--- src/rtl/fifo2gmii48_pkg.sv ---
// fifo2gmii48_pkg: shared state encoding, frame geometry and CRC-32 constants for the GMII framer
package fifo2gmii48_pkg;
    typedef enum logic [2:0] {IDLE, PRE, SFD, HDR, PAY, FCS, IFG} state_t;
    localparam int PREAMBLE_LEN = 7;
    localparam int HDR_LEN = 14;
    localparam int FCS_LEN = 4;
    localparam int IFG_LEN = 12;
    localparam logic [7:0] PREAMBLE_BYTE = 8'h55;
    localparam logic [7:0] SFD_BYTE = 8'hD5;
    localparam logic [31:0] CRC_INIT = 32'hFFFF_FFFF;
    localparam logic [31:0] CRC_RESIDUE = 32'hC704_DD7B;
    localparam logic [31:0] CRC_POLY_REFL = 32'hEDB8_8320;
endpackage

--- src/rtl/crc32_d8.sv ---
// crc32_d8: byte-wide reflected IEEE 802.3 CRC-32 register, LSB of each byte first
module crc32_d8
    import fifo2gmii48_pkg::*;
(
    input  logic        clk,
    input  logic        rst_n,
    input  logic        init,
    input  logic        calc,
    input  logic [7:0]  d,
    output logic [31:0] crc
);
    logic [31:0] nxt;
    always_comb begin
        nxt = crc ^ {24'd0, d};
        for (int i = 0; i < 8; i++)
            nxt = nxt[0] ? (nxt >> 1) ^ CRC_POLY_REFL : nxt >> 1;
    end
    always_ff @(posedge clk or negedge rst_n) begin
        if (!rst_n)
            crc <= CRC_INIT;
        else if (init)
            crc <= CRC_INIT;
        else if (calc)
            crc <= nxt;
    end
endmodule

--- src/rtl/fifo2gmii48.sv ---
// fifo2gmii48: frames WORDS 48-bit pixel words from a FWFT FIFO into one raw Ethernet frame on GMII
module fifo2gmii48
    import fifo2gmii48_pkg::*;
#(
    parameter int          WORDS     = 8,
    parameter logic [47:0] DST_MAC   = 48'hFFFF_FFFF_FFFF,
    parameter logic [47:0] SRC_MAC   = 48'h0000_5E00_FACE,
    parameter logic [15:0] ETHERTYPE = 16'h88B5
) (
    input  logic        i_clk_125M,
    input  logic        i_rst_n,
    input  logic        i_enable,
    input  logic [47:0] i_fifo_dout,
    input  logic        i_fifo_empty,
    input  logic [11:0] i_fifo_count,
    output logic        o_fifo_rd_en,
    output logic [7:0]  txd,
    output logic        tx_en,
    output logic        tx_er,
    output logic        o_busy,
    output logic [15:0] o_frame_cnt
);
    localparam int PAY_LEN = 6 * WORDS;
    localparam int CW = $clog2(PAY_LEN);
    localparam logic [111:0] HDR_BYTES = {DST_MAC, SRC_MAC, ETHERTYPE};

    state_t state, nstate;
    logic [CW-1:0] cnt, ncnt, lim;
    logic [2:0] bw, nbw;
    logic [7:0] nbyte;
    logic [31:0] crc;
    logic armed, err, nerr, start;

    // Everything is computed for the byte about to be registered, so the outputs line up with state.
    // IFG holds one cycle short because the IDLE evaluation cycle completes the 12-cycle gap.
    always_comb begin
        lim = state == PRE ? CW'(PREAMBLE_LEN - 1) : state == HDR ? CW'(HDR_LEN - 1) :
              state == PAY ? CW'(PAY_LEN - 1) : state == FCS ? CW'(FCS_LEN - 1) :
              state == IFG ? CW'(IFG_LEN - 2) : '0;
        start = armed && i_enable && i_fifo_count >= 12'(WORDS);
        nstate = state;
        ncnt = cnt + CW'(1);
        if (state == IDLE) begin
            ncnt = '0;
            nstate = start ? PRE : IDLE;
        end else if (cnt == lim) begin
            ncnt = '0;
            nstate = state == IFG ? IDLE : state_t'(state + 3'd1);
        end
        nbw = nstate == PAY && state == PAY ? (bw == 3'd5 ? 3'd0 : bw + 3'd1) : 3'd0;
        nbyte = nstate == PRE ? PREAMBLE_BYTE : nstate == SFD ? SFD_BYTE :
                nstate == HDR ? HDR_BYTES[111 - 8 * int'(ncnt) -: 8] :
                nstate == PAY ? i_fifo_dout[47 - 8 * int'(nbw) -: 8] :
                nstate == FCS ? ~crc[8 * int'(ncnt[1:0]) +: 8] : 8'h00;
        nerr = state != IDLE && (err || (nstate == PAY && i_fifo_empty));
        o_fifo_rd_en = nstate == PAY && nbw == 3'd5 && !i_fifo_empty;
    end

    always_ff @(posedge i_clk_125M or negedge i_rst_n) begin
        if (!i_rst_n) begin
            state <= IDLE;
            cnt <= '0;
            bw <= '0;
            armed <= 1'b0;
            err <= 1'b0;
            txd <= 8'h00;
            tx_en <= 1'b0;
            tx_er <= 1'b0;
            o_frame_cnt <= '0;
        end else begin
            state <= nstate;
            cnt <= ncnt;
            bw <= nbw;
            armed <= 1'b1;
            err <= nerr;
            txd <= nbyte;
            tx_en <= nstate != IDLE && nstate != IFG;
            tx_er <= nerr && (nstate == PAY || nstate == FCS);
            if (nstate == FCS && ncnt == CW'(FCS_LEN - 1))
                o_frame_cnt <= o_frame_cnt + 16'd1;
        end
    end

    assign o_busy = state != IDLE;

    crc32_d8 u_crc (
        .clk   (i_clk_125M),
        .rst_n (i_rst_n),
        .init  (state == IDLE),
        .calc  (nstate == HDR || nstate == PAY),
        .d     (nbyte),
        .crc   (crc)
    );
endmodule

--- config.mk ---
export PLATFORM = sky130hd
export DESIGN_NAME = fifo2gmii48
export DESIGN_NICKNAME = d
export VERILOG_FILES = /design/src/rtl/fifo2gmii48_pkg.sv /design/src/rtl/crc32_d8.sv /design/src/rtl/fifo2gmii48.sv
export SDC_FILE = /design/constraint.sdc
export NUM_CORES = 1
export LEC_CHECK = 0
export CAP_MARGIN = 5
export CORE_UTILIZATION = 49
export DETAILED_ROUTE_END_ITERATION = 7
export GPL_TIMING_DRIVEN = 0
export PLACE_DENSITY = 0.77
export SLEW_MARGIN = 10
export SYNTH_ARGS = -nofsm -noshare
export SYNTH_HDL_FRONTEND = slang
export SYNTH_SLANG_ARGS = --single-unit
--- constraint.sdc ---
create_clock -name i_clk_125M -period 5.7 [get_ports i_clk_125M]
set_clock_uncertainty 0.15 [all_clocks]
set_input_delay 1.71 -clock i_clk_125M [delete_from_list [all_inputs] [get_ports i_clk_125M]]
set_output_delay 1.71 -clock i_clk_125M [all_outputs]
set_load 0.005 [all_outputs]
# After elaboration in Yosys (flattened, before gate mapping)
# Cells that the tools add are included.
# word_totals
reg_bits	72
out_inout_bits	28
elab_cells	91
# op_classes
addsub	6
n_lt_le_gt_ge	1
eq_ne	15
shift	3
n_mux	28
bitwise_logic	10
reduce_logical	18
# ops
cell	count
$mux W32	10
$shiftx A119 B10 Y8 const A	1
$not A13 Y14	8
$shiftx A55 B7 Y8	1
$mux W8	5
$shiftx A32 B6 Y8	1
$xor A32 B8 Y32	1
$mux W6	5
$eq A3 B3 Y1 const B	7
$add A16 B1 Y16 const B	1
$mux W3	5
$ge A12 B4 Y1 const B	1
$logic_and A1 B1 Y1	10
$sub A7 B9 Y10 const A	1
$eq A3 B2 Y1 const B	3
$mux W4	2
$not A8 Y8	1
$sub A6 B6 Y7 const A	1
$add A3 B1 Y3 const B	2
$add A6 B1 Y6 const B	1
$eq A3 B1 Y1 const B	2
$eq A6 B2 Y1 const B	1
$eq A6 B6 Y1	1
$reduce_bool A3 Y1	2
other kinds (6)	8

# Depth between registers and ports, before layout
# depth
word_depth	37
mapped_depth	26
ltp_nobuf	22

# Hierarchy
# From an unflattened synthesis, not the netlist that was laid out.
# unflattened
cells_unflattened	526
hier_area_um2	5093.6
# modules_own_cells
mod	instances	cells_each	area_per_inst_um2	seq_area_each_um2
fifo2gmii48	1	334	3015.4	1001.0
crc32_d8	1	192	2078.2	840.8

# Worst setup path after synthesis
# Ideal clock, no wire load.
# synth_path
kind	register -> register
start	register state[0]
end	register u_crc.crc[26]
t_arrival_ps	5146
required_ps	5456
setup_slack_ps	310
path_stages_with_launch	27
path_buffers	4
period_less_slack_ps	5390
path_cell_list	dfrtp_1 buf_4 clkbuf_1 nand2_1 inv_1 ha_1 o21ai_0 a21oi_1 mux2_2 o211ai_4 buf_4 nand3_1 inv_1 ha_1 clkbuf_1 nand2_1 o211ai_1 xor2_1 a211oi_1 a21oi_1 o21ai_0 and3_1 xnor3_1 xor2_2 xnor3_1 nor2_1 o21ai_1
# synth_rtl
element	line	text
from (decl)	fifo2gmii48.sv:27	state_t state, nstate;
from (signal assigned)	fifo2gmii48.sv:71	state <= nstate;
$eq A3 B3 Y1	fifo2gmii48.sv:39	state == IFG ? CW'(IFG_LEN - 2) : '0;
$mux W4	fifo2gmii48.sv:39	
$mux W4	fifo2gmii48.sv:38	state == PAY ? CW'(PAY_LEN - 1) : state == FCS ? CW'(FCS_LEN - 1) :
$mux W6	fifo2gmii48.sv:38	
$mux W6 (2 in a row)	fifo2gmii48.sv:37	lim = state == PRE ? CW'(PREAMBLE_LEN - 1) : state == HDR ? CW'(HDR_LEN - 1) :
$eq A6 B6 Y1	fifo2gmii48.sv:46	end else if (cnt == lim) begin
$mux W6	fifo2gmii48.sv:46	
$mux W6 *	fifo2gmii48.sv:43	if (state == IDLE) begin
net ncnt[1]	fifo2gmii48.sv:28	logic [CW-1:0] cnt, ncnt, lim;
(+13 left out)	--	
$not A13 Y14 (no source line)	--	
$mux W32 * (2 in a row)	crc32_d8.sv:16	nxt = nxt[0] ? (nxt >> 1) ^ CRC_POLY_REFL : nxt >> 1;
$not A13 Y14 (no source line)	--	
$mux W32 *	crc32_d8.sv:16	
$not A13 Y14 (no source line)	--	
$mux W32 *	crc32_d8.sv:16	
$mux W32 *	crc32_d8.sv:23	else if (calc)
$mux W32 *	crc32_d8.sv:21	else if (init)
to (signal assigned)	crc32_d8.sv:24	crc <= nxt;
to (decl)	crc32_d8.sv:10	output logic [31:0] crc
# Mark *: on every way through the listed nets, which the timed path passes. The select of a mux whose other input is x is not followed.
# A chain may end at the register's enable or synchronous reset.

# Final worst setup path
# Same ends and word-level chain as after synthesis.

==> flow_metrics.tcl <==
set metrics [dict create \
    dr.first_iter.drc_count 449 \
    relSlewSlack 0.530 \
    crit_required_ns 5.81 \
    final.min_clock_period_ns 5.49 \
    ys_ff_latch 72 \
    grt_pass1_wl_um 25000 \
    swShare 0.376 \
    synth_top_family_by_area "XOR/XNOR gates" \
    clkPwrFrac 0.137 \
    synth_seq_area_share 0.344 \
    status "completed" \
    cp.arrival_ns 5.59 \
    post-route-period-util 0.963 \
    synth.net_count 626 \
    hold_slack_ns 0.335 \
    die_w_um 106 \
    avgSynthCellArea_um2 9.60 \
    synth_top_area_share 0.187 \
    utilization 0.675 \
    clock-sinks 72 \
    synth_fa_ha_area_frac 0.0117 \
    fin_nets 748 \
    routed_wl_um 15800 \
    worstMarginPinSlew_ns 0.705 \
    cp-start-kind "flip-flop" \
    start_util 0.511 \
    slowest_delay_ns 0.44 \
    netlist_instances 557 \
    cp-end-kind "flip-flop" \
    synth-xor-area-share 0.199 \
    synth.cell_area_mm2 0.00535 \
    place_congestion 0.891 \
    final_cells 820 \
    firstDrtPassIters 5 \
    yosys_most_used_dff "dfrtp_1" \
    synth.distinct_cells 75 \
    placed_cells 782 \
    grt_pass1_vias 5030 \
    viasPerCell 6.02 \
    synth_mux_area_frac 0.0772 \
    yosys-top-cells-area "dfrtp_1 19%, dfstp_2 16%, xnor2_1 10%" \
    leakage_nw 2.97 \
    setup_viol 0 \
    p_per_area_mw_per_mm2 483 \
    yosys_warnings 0 \
    criticalPathCategory "reg2reg" \
    area_growth_syn_to_layout_pct 32.0 \
    drc 0 \
    wire_per_inst_um 19.2 \
    ff2ff_setup_slack_ns 0.21 \
    diodes 0 \
    port_buffers 88 \
    fillers 815 \
    dp_hpwl_um 11400 \
    vdd_drop_max_v 0.000543 \
    clk_path_buf_depth 2 \
    core-area_mm2 0.0105 \
    slowest_stage "xnor3_2" \
    finalHoldViolations 0 \
    intPower_mw 2.13 \
    post-synth-top-count-cell "xnor2_1" \
    slew_viol_final 0 \
    h-tree-depth 3 \
    grt_max_degree 38 \
    clock_latency_ns 0.36 \
    pin_count 92 \
    drive_above_1_share 0.232 \
    rows 37 \
    antenna_found_initial 0 \
    ant_nets 0 \
    dr_total_vias 4933 \
    grt_util_all_layers 0.284 \
    critical_path.max_fanout 10 \
    cts_tree "yes" \
    synth-compound-area-share 0.153 \
    async_reset_ff_frac 1.00 \
    totalPowerFinal_mw 3.41 \
    netSwitchingPower_mw 1.28 \
    overflow 0 \
    hold_path_class "reg2reg" \
    max_cap_violations 0 \
    numCtsBuffers 9 \
    synth_common_cells "63 x xnor2_1, 41 x nor2_1, 40 x a21oi_1, 40 x dfrtp_1, 39 x nor3_1" \
    fp.dieH_um 106 \
    yosysTopAreaCell "dfrtp_1" \
    p_seq_frac 0.279 \
    synth_edf_count 0 \
    timing.fmax_ghz 0.182 \
    synth_simple_gate_area_frac 0.171 \
    path_clk_slew_ns 0.09 \
    clockRootBuffer "clkbuf_8" \
    combPwrFrac 0.584 \
    dieArea_mm2 0.0113 \
]
==> cells by family after synthesis <==
family | Yosys count
multiplexers | 33
buffers and inverters | 53
AO/OA/AOI/OAI | 116
AND/OR/NAND/NOR | 177
XOR/XNOR | 100
flip-flops | 72
adder cells (fa/ha/maj) | 5
other | 1
==> path summary, 6_finish.rpt <==
kind                                        startpoint                           to  depth (start not counted)
setup / recovery                    state[0]$_DFF_PN0_    u_crc.crc[26]$_DFFE_PN1P_                         25
hold / removal             o_frame_cnt[15]$_DFFE_PN0P_  o_frame_cnt[15]$_DFFE_PN0P_                          1
setup reg to reg                    state[0]$_DFF_PN0_    u_crc.crc[26]$_DFFE_PN1P_                         25
hold reg to reg            o_frame_cnt[15]$_DFFE_PN0P_  o_frame_cnt[15]$_DFFE_PN0P_                          1
max in group asynchronous                      i_rst_n     u_crc.crc[9]$_DFFE_PN1P_                          2
min in group asynchronous                      i_rst_n           state[1]$_DFF_PN0_                          1
==> sequential cells by signal, indices dropped and copies added, names as in the netlist <==
name         count
bw               3
state            3
armed            1
txd              8
u_crc.crc       32
o_frame_cnt     16
tx_er            1
tx_en            1
err              1
cnt              6
==> repair_timing <==
action	CTS	global route
hold buffers	0	0
pin swaps	6	12
gates resized for setup	14	36
buffers inserted	10	13
setup endpoints to repair	28	26
==> power by group through the flow <==
stage / logic (mW) / clock network (mW) / registers, mW
after floorplan: 1.41 / 0 / 0.899
after global placement: 1.65 / 0 / 0.940
after detailed placement: 1.71 / 0 / 0.948
after CTS: 1.84 / 0.476 / 0.938
after global routing: 2.13 / 0.495 / 0.966
final: 1.99 / 0.468 / 0.951
==> metal layers <==
layer	wire (µm)	up-vias	track usage
met5	0	-	0
met4	577	0	0.147
met3	1080	60	0.0589
met1	6250	2417	0.344
met2	7870	230	0.476
li1	-	2226	-
==> cell usage in the layout (no fill, tap or decap), types with 21 or more instances in the layout <==
cell and count:
buf_4 27, dfstp_2 32, xnor2_1 56, nand2_1 30, nor3_1 38, clkbuf_1 21, clkdlybuf4s50_1 87, nor2_1 40
xor2_1 22, dfrtp_1 40, a21oi_1 40
==> per-stage QoR <==
step	setup TNS (ns)	setup WS (ns)	instance area [µm²]
after floorplan	0	0.310	5350
after global placement	-8.96	-0.650	6400
after detailed placement	-11.58	-0.741	6420
after CTS	0	0.0167	6790
after global routing	-0.0561	-0.0561	7060
final	0	0.212	7060
==> area by class of cell <==
cell class | count | area, µm² | share of cell area
Clock buffer | 10 | 138 | 0.0195
Sequential cell | 72 | 1840 | 0.261
Timing Repair Buffer | 112 | 1080 | 0.154
Tap cell | 136 | 170 | 0.0241
Buffer | 34 | 178 | 0.0252
Inverter | 18 | 72.6 | 0.0103
Multi-Input combinational cell | 432 | 3480 | 0.494
Clock inverter | 6 | 90.1 | 0.0128
==> critical path, delay by kind of cell, from the launching register on <==
kind / cells / cell delay (ns)
fa+ha+maj: 2 / 0.37
simple gates: 5 / 0.67
compound gates: 8 / 1.49
buf+inv: 5 / 0.75
xor+xnor: 5 / 1.56
flops: 1 / 0.38
(Power assumes the default switching activity.)
